`src/rtl/fp_mul_seq.sv`:
```
// ============================================================================
// Module   : fp_mul_seq
// Purpose  : Multi-cycle IEEE-754 single multiplier, shift-add mantissa core,
//            valid/ready handshakes on both sides.
// Revision : 1.0 - initial release
// ============================================================================
`default_nettype none

module fp_mul_seq #(
  parameter int EXP_W  = 8,
  parameter int MANT_W = 23,
  parameter int BIAS   = 127
) (
  input  logic                    clk,
  input  logic                    reset,
  input  logic                    in_valid,
  output logic                    in_ready,
  input  logic [EXP_W+MANT_W:0]   a_operand,
  input  logic [EXP_W+MANT_W:0]   b_operand,
  output logic                    out_valid,
  input  logic                    out_ready,
  output logic [EXP_W+MANT_W:0]   result,
  output logic                    Exception,
  output logic                    Underflow
);

  localparam int W     = EXP_W + MANT_W + 1;
  localparam int M     = MANT_W + 1;
  localparam int P     = 2 * M;
  localparam int ES    = EXP_W + 2;
  localparam int CNT_W = $clog2(M);

  localparam logic signed [ES-1:0] EXP_BIAS = ES'(BIAS);
  localparam logic signed [ES-1:0] EXP_MAX  = ES'((1 << EXP_W) - 1);
  localparam logic signed [ES-1:0] EXP_ZERO = ES'(0);
  localparam logic [CNT_W-1:0]     CNT_LAST = CNT_W'(M - 1);

  localparam logic [1:0] S_IDLE = 2'd0;
  localparam logic [1:0] S_MULT = 2'd1;
  localparam logic [1:0] S_NORM = 2'd2;
  localparam logic [1:0] S_DONE = 2'd3;

  logic [1:0]           state_q, state_d;
  logic                 sign_q;
  logic signed [ES-1:0] exp_q;
  logic [M-1:0]         ma_q, mb_q;
  logic [P-1:0]         prod_q;
  logic [CNT_W-1:0]     cnt_q;
  logic [W-1:0]         result_q;
  logic                 exc_q, unf_q;

  logic [EXP_W-1:0]     a_exp, b_exp;
  logic                 a_inf, b_inf, a_zero, b_zero, special, sign;
  logic signed [ES-1:0] exp_sum, exp_fin;
  logic [M:0]           psum;
  logic                 carry;
  logic [MANT_W-1:0]    frac;

  assign a_exp   = a_operand[W-2 -: EXP_W];
  assign b_exp   = b_operand[W-2 -: EXP_W];
  assign a_inf   = &a_exp;
  assign b_inf   = &b_exp;
  assign a_zero  = ~|a_exp;
  assign b_zero  = ~|b_exp;
  assign special = a_inf | b_inf | a_zero | b_zero;
  assign sign    = a_operand[W-1] ^ b_operand[W-1];
  assign exp_sum = $signed({2'b00, a_exp}) + $signed({2'b00, b_exp}) - EXP_BIAS;

  // One shift-add step: the carry out of the upper half becomes the new MSB.
  assign psum    = {1'b0, prod_q[P-1:M]} + (mb_q[0] ? {1'b0, ma_q} : '0);

  assign carry   = prod_q[P-1];
  assign frac    = carry ? prod_q[P-2 -: MANT_W] : prod_q[P-3 -: MANT_W];
  assign exp_fin = exp_q + $signed({{(ES-1){1'b0}}, carry});

  always_ff @(posedge clk or posedge reset) begin
    if (reset) state_q <= S_IDLE;
    else       state_q <= state_d;
  end

  always_comb begin
    state_d = state_q;
    case (state_q)
      S_IDLE:  if (in_valid) state_d = special ? S_DONE : S_MULT;
      S_MULT:  if (cnt_q == CNT_LAST) state_d = S_NORM;
      S_NORM:  state_d = S_DONE;
      S_DONE:  if (out_ready) state_d = S_IDLE;
      default: state_d = S_IDLE;
    endcase
  end

  always_comb begin
    in_ready  = (state_q == S_IDLE);
    out_valid = (state_q == S_DONE);
  end

  always_ff @(posedge clk or posedge reset) begin
    if (reset) begin
      sign_q   <= 1'b0;
      exp_q    <= '0;
      ma_q     <= '0;
      mb_q     <= '0;
      prod_q   <= '0;
      cnt_q    <= '0;
      result_q <= '0;
      exc_q    <= 1'b0;
      unf_q    <= 1'b0;
    end else begin
      case (state_q)
        S_IDLE: if (in_valid) begin
          sign_q <= sign;
          exp_q  <= exp_sum;
          ma_q   <= {1'b1, a_operand[MANT_W-1:0]};
          mb_q   <= {1'b1, b_operand[MANT_W-1:0]};
          prod_q <= '0;
          cnt_q  <= '0;
          if (a_inf || b_inf) begin
            result_q <= {sign, {EXP_W{1'b1}}, {MANT_W{1'b0}}};
            exc_q    <= 1'b1;
            unf_q    <= 1'b0;
          end else if (a_zero || b_zero) begin
            result_q <= {sign, {(W-1){1'b0}}};
            exc_q    <= 1'b0;
            unf_q    <= 1'b0;
          end
        end
        S_MULT: begin
          prod_q <= {psum, prod_q[M-1:1]};
          mb_q   <= mb_q >> 1;
          cnt_q  <= cnt_q + 1'b1;
        end
        S_NORM: begin
          if (exp_fin >= EXP_MAX) begin
            result_q <= {sign_q, {EXP_W{1'b1}}, {MANT_W{1'b0}}};
            exc_q    <= 1'b1;
            unf_q    <= 1'b0;
          end else if (exp_fin <= EXP_ZERO) begin
            result_q <= {sign_q, {(W-1){1'b0}}};
            exc_q    <= 1'b0;
            unf_q    <= 1'b1;
          end else begin
            result_q <= {sign_q, exp_fin[EXP_W-1:0], frac};
            exc_q    <= 1'b0;
            unf_q    <= 1'b0;
          end
        end
        default: ;
      endcase
    end
  end

  assign result    = result_q;
  assign Exception = exc_q;
  assign Underflow = unf_q;

endmodule

`default_nettype wire

```
`config.mk`:
```
export PLATFORM = sky130hd
export DESIGN_NAME = fp_mul_seq
export DESIGN_NICKNAME = d
export VERILOG_FILES = /design/src/rtl/fp_mul_seq.sv
export SDC_FILE = /design/constraint.sdc
export NUM_CORES = 1
export LEC_CHECK = 0
export ABC_AREA = 1
export BUFFER_PORTS_ARGS = -buffer_cell sky130_fd_sc_hd__buf_2
export CAP_MARGIN = 0
export CORE_ASPECT_RATIO = 1.25
export CORE_MARGIN = 3
export CORE_UTILIZATION = 53
export CTS_BUF_LIST = sky130_fd_sc_hd__clkbuf_16
export CTS_CLUSTER_DIAMETER = 30
export DETAILED_ROUTE_END_ITERATION = 10
export HOLD_SLACK_MARGIN = 0.06
export PLACE_DENSITY_LB_ADDON = 0.2
export SKIP_LAST_GASP = 1
export SLEW_MARGIN = 20
export SYNTH_ARGS = -nofsm -noshare
export SYNTH_HDL_FRONTEND = slang
export SYNTH_SLANG_ARGS = --single-unit
```
`constraint.sdc`:
```
create_clock -name clk -period 3.9 [get_ports clk]
set_input_delay 0.585 -clock clk [delete_from_list [all_inputs] [get_ports clk]]
set_output_delay 0.585 -clock clk [all_outputs]
set_load 0.05 [all_outputs]
```
==> metrics.csv, run 1 <==
metric;value;unit
status;completed;
syn_nets;1249;
# resized after CTS;0;
Sw Share;46.9;%
final wirelength;18.9;mm
Vias;7297;
main combinational cell family by area after synthesis;simple AND/OR/NAND/NOR gates;
Starting Density;54.7;%
HP Class;in2async;
vias in the first global route;7004;
Worst setup SP type;flip-flop;
post-synthesis mux area share;0.628;%
CTS buffer count;17;
Placer Congestion;0.980;
fin crit share;75.1;%
FMAX;0.342;GHz
CP arrival;3.21;ns
R2R Path End;prod_q[37]$_DFFE_PP0P_;
sequential area share after synthesis;39.2;%
# fillers;1391;
relative slew slack;38.2;%
Worst Max-Slew Pin Slew;0.927;ns
Worst Path Required;4.19;ns
Final Slew Violations;0;
nets;1338;
Seq cells post-synth;125;
worst reg-to-reg setup slack;0.97;ns
Comb pwr share;49.3;%
most frequent cells after synthesis;nand2_1, dfrtp_1, inv_1;
Synth Warn #;0;
Clk network pwr share;21.4;%
Detailed Place HPWL;14.1;mm
first-pass GRT wire length;32.1;mm
Power per Cell Area;810;nW/um2
synth top area cells;dfrtp_1, nand2_1, ha_1, inv_1, nor2_1;
Top FF cell, synth;dfrtp_1;
area grow syn2layout;15.5;%
area fraction in compound gates after synthesis;11.0;%
Antenna Violating Nets Remaining;0;
Syn Inst Count;1133;
clk sinks;125;
Internal Dissipation;3.96;mW
Iter 0 DRT Violations;349;
most common cell in the synthesized netlist;nand2_1;
leak pwr;5.03;nW
drt wl/cell;13.4;um
clock-pin slew of the registers on the worst-case setup and hold paths;0.06;ns
Reg2Reg Depth;15;
CTS max path bufs;2;
Flop pwr share;29.2;%
Async SR Flop Fraction;100;%
initial antenna violation count;1;
largest area contributor in the netlist;dfrtp_1;
H-Tree Level Count;4;
Worst-Skew Late Latency;0.42;ns
drt pass-1 iters;5;
RSZ-0062 raised after global routing;no;
Crit Reg-Reg Startpoint;mb_q[0]$_DFFE_PP0P_;
Max VDD drop;0.416;mV
Sw Pwr;3.50;mW
setup_tns;0;ns
CTS tree;yes;
die area;16600;um2
Post-Synth Simple-Gate Area;32.8;%
Post-synth EDFFs;0;
Synth top area share;39.2;%
Synth Cell Area;7980;um2
hold buffers post-CTS;0;
Worst Skew;0.00857;ns
Die Ht;143;um
Cell variety after synth;41;
Fin. Hold Viols;0;
Via density;5.16;
area share of fa/ha/maj cells after synthesis;7.72;%
drc violations;0;
GRT Total Usage;23.9;%
Final setup viols;0;
CP Capture Type;flip-flop;
# IOs;104;
Pwr Total;7.46;mW
highest net fanout along the worst path;25;
layout cells sized above 1;15.6;%
xor/xnor share of the synthesized area;0.220;%
IO Port Bufs;103;
setup bufs post-CTS;0;
gr ovfl total;0;
core area;14600;um2
Die Wd;116;um
min Tclk post-route;2.93;ns
Avg Cell Area, Syn;7.04;um2
root buf cell;clkbuf_16;
largest net degree at the start of global routing;126;
FP Rows;49;
Setup CP Type;reg2reg;
MaxCap Viol Count;0;
worst setup path endpoint;prod_q[37]$_DFFE_PP0P_;
Worst Setup SP;mb_q[0]$_DFFE_PP0P_;
==> stage by stage <==
step	cells	instance area [um2]	setup slack [ns]	utilization [%]	hold slack [ns]
after global routing	1413	9210	0.594	63.1	0.352
after CTS	1413	9210	0.972	63.1	0.339
after detailed placement	1381	8610	0.995	59.0	0.460
after global placement	1381	8610	1.06	59.0	0.453
final	1414	9210	0.973	63.1	0.344
after floorplan	1133	7980	1.63	-	0.440
==> sequential cells by signal, indices dropped and copies added, names as in the netlist <==
name	cells
Exception	1
prod_q	25
result	32
cnt_q	5
Underflow	1
mb_q	24
ma_q	24
exp_q	10
state_q	2
sign_q	1
==> placed cells by master (no fill, tap or decap), types with 25 or more instances in the layout <==
cell     instances
o21ai_0         56
dfrtp_1        125
nand3_1         63
nor2_2          25
ha_1            46
buf_2          103
nand2_1        392
nor2_1         105
a21oi_1         44
inv_1          113
==> critical path: stages (launching register included) <==
cell     delay (ns)
dfrtp_1        0.83
nand2_1        0.10
inv_1          0.08
ha_1           0.20
inv_1          0.07
fa_1           0.38
inv_1          0.09
nand2_1        0.07
o21ai_1        0.30
nand2_1        0.09
nand2_1        0.16
inv_1          0.07
o21ai_1        0.16
nand2_1        0.07
nand2_1        0.06
o22ai_1        0.06
==> cell type report <==
class / instances / area [um2] / share of cell area, %
clock inverter: 15 / 174 / 1.89
antenna: 1 / 2.50 / 0.0272
tap: 178 / 223 / 2.42
clock buffer: 17 / 425 / 4.62
inverter: 129 / 488 / 5.30
sequential: 125 / 3130 / 34.0
timing repair buffer: 110 / 581 / 6.30
multi-input combinational: 839 / 4190 / 45.5
==> power groups by stage <==
stage / sequential, mW / clock (mW) / combinational [mW]
6_report: 2.18 / 1.60 / 3.68
5_1_grt: 2.26 / 1.69 / 4.17
2_1_floorplan: 2.44 / 0 / 2.63
3_5_place_dp: 2.20 / 0 / 3.70
4_1_cts: 2.18 / 1.63 / 3.72
3_3_place_gp: 2.19 / 0 / 3.64
==> how the worst min path moves through the flow <==
stage	startpoint	to	slack (ns)	cells past startpoint
floorplan	ma_q[23]$_DFFE_PP0P_	ma_q[23]$_DFFE_PP0P_	0.44	1
global placement	ma_q[23]$_DFFE_PP0P_	ma_q[23]$_DFFE_PP0P_	0.45	1
detailed placement	result[14]$_DFFE_PP0P_	result[14]$_DFFE_PP0P_	0.46	2
CTS	a_operand[12]	ma_q[12]$_DFFE_PP0P_	0.34	3
global route	a_operand[12]	ma_q[12]$_DFFE_PP0P_	0.35	3
finish	reset	Underflow$_DFFE_PP0P_	0.34	3
==> kinds of logic (layout without fill, tap and decap cells) <==
group	Yosys count	after routing
XOR/XNOR	2	2
AO/OA/AOI/OAI	158	158
adder cells (fa/ha/maj)	48	48
buffers and inverters	169	271
multiplexers	5	5
AND/OR/NAND/NOR	626	626
flip-flops	125	125
other	0	1
==> routing by layer <==
layer / track usage, % / share of wire, % / vias up / wire [um]
met2: 40.5 / 49 / 148 / 9200
met1: 30.3 / 44 / 3303 / 8380
met3: 4.83 / 4.9 / 30 / 932
met4: 8.80 / 2.1 / 2 / 389
met5: 0 / 0.069 / - / 13
li1: - / - / 3814 / -
Power figures use the tool's default switching activity.
==> run 2: changes to the inputs <==
--- a/config.mk
+++ b/config.mk
@@ -5,7 +5,7 @@
 export SDC_FILE = /design/constraint.sdc
 export NUM_CORES = 1
 export LEC_CHECK = 0
-export ABC_AREA = 1
+export ABC_AREA = 0
 export BUFFER_PORTS_ARGS = -buffer_cell sky130_fd_sc_hd__buf_2
 export CAP_MARGIN = 0
 export CORE_ASPECT_RATIO = 1.25
==> constraint.sdc (replaced) <==
create_clock -name clk -period 2.6 [get_ports clk]
set_input_delay 0.39 -clock clk [delete_from_list [all_inputs] [get_ports clk]]
set_output_delay 0.39 -clock clk [all_outputs]
set_load 0.05 [all_outputs]
==> metrics.csv, run 2 <==
metric;value;unit;change
Seq cells post-synth;125;;unchanged
Pwr Total;11.5;mW;was 7.46 mW
die area;15900;um2;was 16,600 um2
worst reg-to-reg setup slack;-0.06;ns;was 0.97 ns
Worst Path Required;2.96;ns;was 4.19 ns
sequential area share after synthesis;41.0;%;was 39.2%
fin cells;1130;;was 1,414
Die Wd;113;um;was 116 um
nets;1058;;was 1,338
GRT Total Usage;24.0;%;was 23.9%
synth top area cells;dfrtp_1, ha_1, mux2i_1, o21ai_0, nand2_1;;was dfrtp_1, nand2_1, ha_1, inv_1, nor2_1
Max VDD drop;0.785;mV;was 0.416 mV
R2R Path End;prod_q[44]$_DFFE_PP0P_;;was prod_q[37]$_DFFE_PP0P_
area share of fa/ha/maj cells after synthesis;8.06;%;was 7.72%
H-Tree Level Count;4;;unchanged
most frequent cells after synthesis;dfrtp_1, nand2_1, o21ai_0;;was nand2_1, dfrtp_1, inv_1
HP Class;in2reg;;was in2async
# IOs;104;;unchanged
final worst slack;-0.0560;ns;was 0.973 ns
vias in the first global route;6631;;was 7,004
min Tclk post-route;2.66;ns;was 2.93 ns
Setup CP Type;reg2reg;;unchanged
layout cells sized above 1;31.9;%;was 15.6%
highest net fanout along the worst path;7;;was 25
CP Capture Type;flip-flop;;unchanged
gr ovfl total;0;;unchanged
Final setup viols;2;;was 0
Reg2Reg Depth;9;;was 15
largest net degree at the start of global routing;65;;was 126
Vias;6424;;was 7,297
most common cell in the synthesized netlist;dfrtp_1;;was nand2_1
area fraction in compound gates after synthesis;17.9;%;was 11.0%
Worst Max-Slew Pin Slew;0.556;ns;was 0.927 ns
largest area contributor in the netlist;dfrtp_1;;unchanged
Worst Skew;0.00877;ns;was 0.00857 ns
FP Rows;48;;was 49
Antenna Violating Nets Remaining;0;;unchanged
Post-Synth Simple-Gate Area;14.3;%;was 32.8%
clock-pin slew of the registers on the worst-case setup and hold paths;0.06;ns;about the same
post-synthesis mux area share;10.1;%;was 0.628%
FMAX;0.377;GHz;was 0.342 GHz
Synth top area share;41.0;%;was 39.2%
Final Slew Violations;0;;unchanged
final wirelength;18.9;mm;about the same
Iter 0 DRT Violations;267;;was 349
root buf cell;clkbuf_16;;unchanged
core area;13900;um2;was 14,600 um2
Placer Congestion;0.897;;was 0.980
drc violations;0;;unchanged
CP arrival;3.01;ns;was 3.21 ns
Antenna Cells;0;;was 1
leak pwr;4.38;nW;was 5.03 nW
Crit Reg-Reg Startpoint;mb_q[0]$_DFFE_PP0P_;;unchanged
Starting Density;54.8;%;was 54.7%
Power per Cell Area;1210;nW/um2;was 810 nW/um2
Worst-Skew Late Latency;0.43;ns;was 0.42 ns
Async SR Flop Fraction;100;%;unchanged
Top FF cell, synth;dfrtp_1;;unchanged
Avg Cell Area, Syn;9.58;um2;was 7.04 um2
failing checks;setup timing;;
Post-synth EDFFs;0;;unchanged
CTS max path bufs;2;;unchanged
clk sinks;125;;unchanged
Worst setup SP type;flip-flop;;unchanged
# fillers;1072;;was 1,391
IO Port Bufs;103;;unchanged
Synth Warn #;0;;unchanged
Cell variety after synth;63;;was 41
main combinational cell family by area after synthesis;compound AO/OA/AOI/OAI gates;;was simple AND/OR/NAND/NOR gates
CTS tree;yes;;unchanged
RSZ-0062 raised after global routing;yes;;was no
Detailed Place HPWL;13.5;mm;was 14.1 mm
first-pass GRT wire length;30.9;mm;was 32.1 mm
Synth Cell Area;7640;um2;was 7980 um2
Syn Inst Count;797;;was 1,133
most frequent cells in the layout;dfrtp_1, nand2_1, buf_2, o21ai_0, buf_4;;was nand2_1, dfrtp_1, inv_1, nor2_1, buf_2
MaxCap Viol Count;0;;unchanged
relative slew slack;62.8;%;was 38.2%
drt pass-1 iters;4;;was 5
Via density;5.68;;was 5.16
initial antenna violation count;0;;was 1
flip-flop count of the largest register after layout;32;;unchanged
worst setup path endpoint;prod_q[44]$_DFFE_PP0P_;;was prod_q[37]$_DFFE_PP0P_
area grow syn2layout;24.9;%;was 15.5%
Fin. Hold Viols;0;;unchanged
xor/xnor share of the synthesized area;4.01;%;was 0.220%
CTS buffer count;17;;unchanged
syn_nets;913;;was 1,249
commonest non-fill, non-tap cell in the layout;dfrtp_1;;was nand2_1
drt wl/cell;16.7;um;was 13.4 um
fin crit share;102;%;was 75.1%
status;finished with violations;;was completed
Worst Setup SP;mb_q[0]$_DFFE_PP0P_;;unchanged
Die Ht;140;um;was 143 um
dpl cells;1092;;was 1,381
## run 2: changes by cell type after synthesis, sizes merged, moves of 12 or more
cell / delta
inv: -100
nand2: -289
o22ai: -13
xnor2: +18
mux2i: +43
and2: +27
a31oi: -18
mux2: +26
a21o: +12
nor2: -111
o21ai: +50
xor2: +15
nand3: -48
## run 2: how the worst min path moves through the flow
stage | from | to | slack, ns | cells past startpoint
6_report | a_operand[20] | ma_q[20]$_DFFE_PP0P_ | 0.19 | 2
5_1_grt | a_operand[3] | ma_q[3]$_DFFE_PP0P_ | 0.18 | 2
4_1_cts | a_operand[20] | ma_q[20]$_DFFE_PP0P_ | 0.18 | 2
3_5_place_dp | ma_q[23]$_DFFE_PP0P_ | ma_q[23]$_DFFE_PP0P_ | 0.45 | 1
3_3_place_gp | reset | mb_q[2]$_DFFE_PP0P_ | 0.46 | 2
2_1_floorplan | ma_q[23]$_DFFE_PP0P_ | ma_q[23]$_DFFE_PP0P_ | 0.43 | 1
## run 2: critical path, stage by stage, from the launching register on
cell	delay, ns
dfrtp_2	0.44
buf_4	0.16
and2_1	0.13
ha_2	0.40
nand4_1	0.20
a21boi_2	0.25
a221o_2	0.31
nand3_2	0.11
or4_1	0.49
nand3_1	0.09
## run 2: what timing repair did
| action | CTS | global route |
|---|---|---|
| setup buffers | 0 | 5 |
| endpoints found under the setup margin | 24 | 43 |
| hold buffers | 1 | 0 |
| cloned | 1 | 0 |
| endpoints found under the hold margin | 22 | 0 |
| pin swaps | 6 | 24 |
| resized for setup | 20 | 41 |
## run 2: layer usage
metal / GRT usage [%] / up-vias / part of all wire (%)
li1: - / 3118 / -
met1: 28.2 / 3130 / 41
met2: 42.2 / 142 / 53
met3: 4.62 / 34 / 3.4
met4: 10.7 / 0 / 2.0
met5: 0 / - / 0
## run 2: final cells by class
| cell class | instances | area [um2] | share of cell area (%) |
|---|---|---|---|
| well taps | 175 | 219 | 2.30 |
| inverters | 27 | 105 | 1.10 |
| clock buffers | 17 | 425 | 4.46 |
| flip-flops and latches | 125 | 3130 | 32.8 |
| clock inverters | 15 | 110 | 1.15 |
| repair buffers | 174 | 1100 | 11.5 |
| multi-input cells | 597 | 4450 | 46.7 |
## run 2: logic make-up after synthesis
logic type | after synthesis
and+or+nand+nor | 226
adders and majority gates | 48
AOI/OAI and AO/OA | 214
buffers and inverters | 75
xor gates and xnor gates | 35
muxes | 74
DFF | 125
## run 2: stage by stage
| stage | TNS [ns] | setup slack, ns | utilization (%) | instance area, um2 | hold WS [ns] |
|---|---|---|---|---|---|
| 2_1_floorplan | 0 | 0.0138 | - | 7640 | 0.426 |
| 3_3_place_gp | -0.222 | -0.125 | 62.1 | 8660 | 0.457 |
| 3_5_place_dp | -0.842 | -0.239 | 62.1 | 8660 | 0.454 |
| 4_1_cts | -0.0763 | -0.0763 | 66.9 | 9320 | 0.182 |
| 5_1_grt | -1.03 | -0.153 | 68.5 | 9540 | 0.183 |
| 6_report | -0.100 | -0.0560 | 68.5 | 9540 | 0.193 |
## run 2: power breakdown
part | leakage, nW | total, mW | internal, mW | switching (mW)
registers | 1.59 | 3.38 | 2.73 | 0.654
clock network | 0.259 | 2.15 | 1.29 | 0.863
logic | 2.53 | 6.01 | 2.55 | 3.46
total | 4.38 | 11.5 | 6.56 | 4.98
==> run 3: changes to the inputs <==
--- a/config.mk
+++ b/config.mk
@@ -8,14 +8,14 @@
 export ABC_AREA = 0
 export BUFFER_PORTS_ARGS = -buffer_cell sky130_fd_sc_hd__buf_2
 export CAP_MARGIN = 0
-export CORE_ASPECT_RATIO = 1.25
+export CORE_ASPECT_RATIO = 0.8
 export CORE_MARGIN = 3
 export CORE_UTILIZATION = 53
 export CTS_BUF_LIST = sky130_fd_sc_hd__clkbuf_16
 export CTS_CLUSTER_DIAMETER = 30
 export DETAILED_ROUTE_END_ITERATION = 10
 export HOLD_SLACK_MARGIN = 0.06
-export PLACE_DENSITY_LB_ADDON = 0.2
+export PLACE_DENSITY = 0.77
 export SKIP_LAST_GASP = 1
 export SLEW_MARGIN = 20
 export SYNTH_ARGS = -nofsm -noshare
==> metrics.csv, run 3 (synthesis results as in run 2) <==
metric;value;unit;change
RSZ-0062 raised after global routing;yes;;unchanged
status;finished with violations;;unchanged
gr ovfl total;0;;unchanged
Fin. Hold Viols;0;;unchanged
flip-flop count of the largest register after layout;32;;unchanged
Detailed Place HPWL;13.0;mm;was 13.5 mm
Reg2Reg Depth;12;;was 9
# IOs;104;;unchanged
layout cells sized above 1;32.1;%;was 31.9%
R2R Path End;prod_q[43]$_DFFE_PP0P_;;was prod_q[44]$_DFFE_PP0P_
min Tclk post-route;2.70;ns;was 2.66 ns
drt pass-1 iters;6;;was 4
Via density;5.84;;was 5.68
vias in the first global route;6273;;was 6,631
initial antenna violation count;0;;unchanged
final worst slack;-0.104;ns;was -0.0560 ns
HP Class;in2async;;was in2reg
GRT Total Usage;24.6;%;was 24.0%
highest net fanout along the worst path;8;;was 7
Die Ht;113;um;was 140 um
failing checks;setup timing;;unchanged
most frequent cells in the layout;dfrtp_1, nand2_1, buf_2, o21ai_0, buf_4;;unchanged
Power per Cell Area;1240;nW/um2;was 1210 nW/um2
Vias;6605;;was 6,424
clk sinks;125;;unchanged
first-pass GRT wire length;31.7;mm;was 30.9 mm
setup_tns;-0.168;ns;was -0.100 ns
core area;13800;um2;was 13,900 um2
Antenna Cells;0;;unchanged
# fillers;1030;;was 1,072
Worst Path Required;2.87;ns;was 2.96 ns
clock-pin slew of the registers on the worst-case setup and hold paths;0.05;ns;was 0.06 ns
FMAX;0.370;GHz;was 0.377 GHz
relative slew slack;54.9;%;was 62.8%
Worst Max-Slew Pin Slew;0.675;ns;was 0.556 ns
area grow syn2layout;26.3;%;was 24.9%
CTS buffer count;17;;unchanged
multi-input logic area;4490;um2;was 4450 um2
Antenna Violating Nets Remaining;0;;unchanged
Starting Density;55.2;%;was 54.8%
Pwr Total;12.0;mW;was 11.5 mW
IO Port Bufs;103;;unchanged
Iter 0 DRT Violations;624;;was 267
final wirelength;19.7;mm;was 18.9 mm
CTS tree;yes;;unchanged
Register Area;3130;um2;about the same
Final Slew Violations;0;;unchanged
CTS max path bufs;2;;unchanged
worst reg-to-reg setup slack;-0.10;ns;was -0.06 ns
Crit Reg-Reg Startpoint;mb_q[0]$_DFFE_PP0P_;;unchanged
Placer Congestion;0.926;;was 0.897
root buf cell;clkbuf_16;;unchanged
Final setup viols;4;;was 2
Worst-Skew Late Latency;0.41;ns;was 0.43 ns
Worst setup SP type;flip-flop;;unchanged
die area;15900;um2;unchanged
H-Tree Level Count;4;;unchanged
commonest non-fill, non-tap cell in the layout;dfrtp_1;;unchanged
Max VDD drop;0.935;mV;was 0.785 mV
MaxCap Viol Count;0;;unchanged
Setup CP Type;reg2reg;;unchanged
drt wl/cell;17.4;um;was 16.7 um
drc violations;0;;unchanged
CP Capture Type;flip-flop;;unchanged
FP Rows;38;;was 48
CP arrival;2.98;ns;was 3.01 ns
Worst Skew;0.00751;ns;was 0.00877 ns
fin crit share;104;%;was 102%
Die Wd;140;um;was 113 um
leak pwr;4.42;nW;was 4.38 nW
largest net degree at the start of global routing;51;;was 65
nets;1057;;was 1,058
run 3: routing by layer:
metal	up-vias	GRT usage, %	part of all wire, %
met2	257	39.2	46
met1	3156	34.8	47
li1	3130	-	-
met3	62	4.44	5.7
met4	0	6.39	2.3
met5	-	0	0
run 3: final cells by class:
type / instances / area share (%)
Multi-Input combinational cell: 597 / 46.5
Timing Repair Buffer: 173 / 11.6
Tap cell: 180 / 2.33
Sequential cell: 125 / 32.4
Clock buffer: 17 / 4.41
Inverter: 27 / 1.09
Clock inverter: 12 / 1.61
run 3: stage by stage:
| stage | util [%] | setup slack, ns | cell area, um2 | std cells | hold WS [ns] |
|---|---|---|---|---|---|
| floorplan | - | 0.0138 | 7640 | 797 | 0.426 |
| global placement | 62.2 | -0.0886 | 8610 | 1086 | 0.451 |
| detailed placement | 62.2 | -0.164 | 8610 | 1086 | 0.449 |
| CTS | 68.3 | -0.00686 | 9450 | 1129 | 0.0944 |
| global route | 69.7 | -0.275 | 9650 | 1131 | 0.118 |
| finish | 69.7 | -0.104 | 9650 | 1131 | 0.0786 |
run 3: repair_timing:
| item | in CTS | in global routing |
|---|---|---|
| pin swaps | 15 | 21 |
| hold buffers | 0 | 0 |
| buffers inserted | 15 | 3 |
| setup endpoints to repair | 9 | 23 |
| resized for setup | 35 | 42 |
| cloned | 0 | 0 |
| endpoints found under the hold margin | 0 | 0 |
run 3: worst max-delay path, cell delays in order (launching register included):
cell	delay (ns)
dfrtp_1	0.41
buf_12	0.16
and2_1	0.13
ha_1	0.30
buf_4	0.12
nand3_1	0.16
buf_4	0.19
nor3_2	0.21
o21ai_2	0.10
buf_4	0.15
a21oi_1	0.28
xnor2_1	0.21
o21ai_0	0.14
run 3: worst max-delay path by stage:
stage                              to  slack (ns)  depth (start not counted)                 from
3_5_place_dp   prod_q[45]$_DFFE_PP0P_       -0.16                         11  mb_q[0]$_DFFE_PP0P_
4_1_cts        prod_q[46]$_DFFE_PP0P_      -0.007                         11  mb_q[0]$_DFFE_PP0P_
2_1_floorplan  prod_q[46]$_DFFE_PP0P_        0.01                         11  mb_q[0]$_DFFE_PP0P_
3_3_place_gp   prod_q[45]$_DFFE_PP0P_       -0.09                         11  mb_q[0]$_DFFE_PP0P_
5_1_grt        prod_q[43]$_DFFE_PP0P_       -0.27                         11  mb_q[0]$_DFFE_PP0P_
6_report       prod_q[43]$_DFFE_PP0P_       -0.10                         12  mb_q[0]$_DFFE_PP0P_
run 3: power breakdown:
group          total [mW]  internal, mW  switching (mW)  leakage, nW
registers            3.41          2.73           0.679         1.59
logic                6.21          2.59            3.61         2.55
clock network        2.38          1.56           0.819        0.283
total                12.0          6.88            5.11         4.42
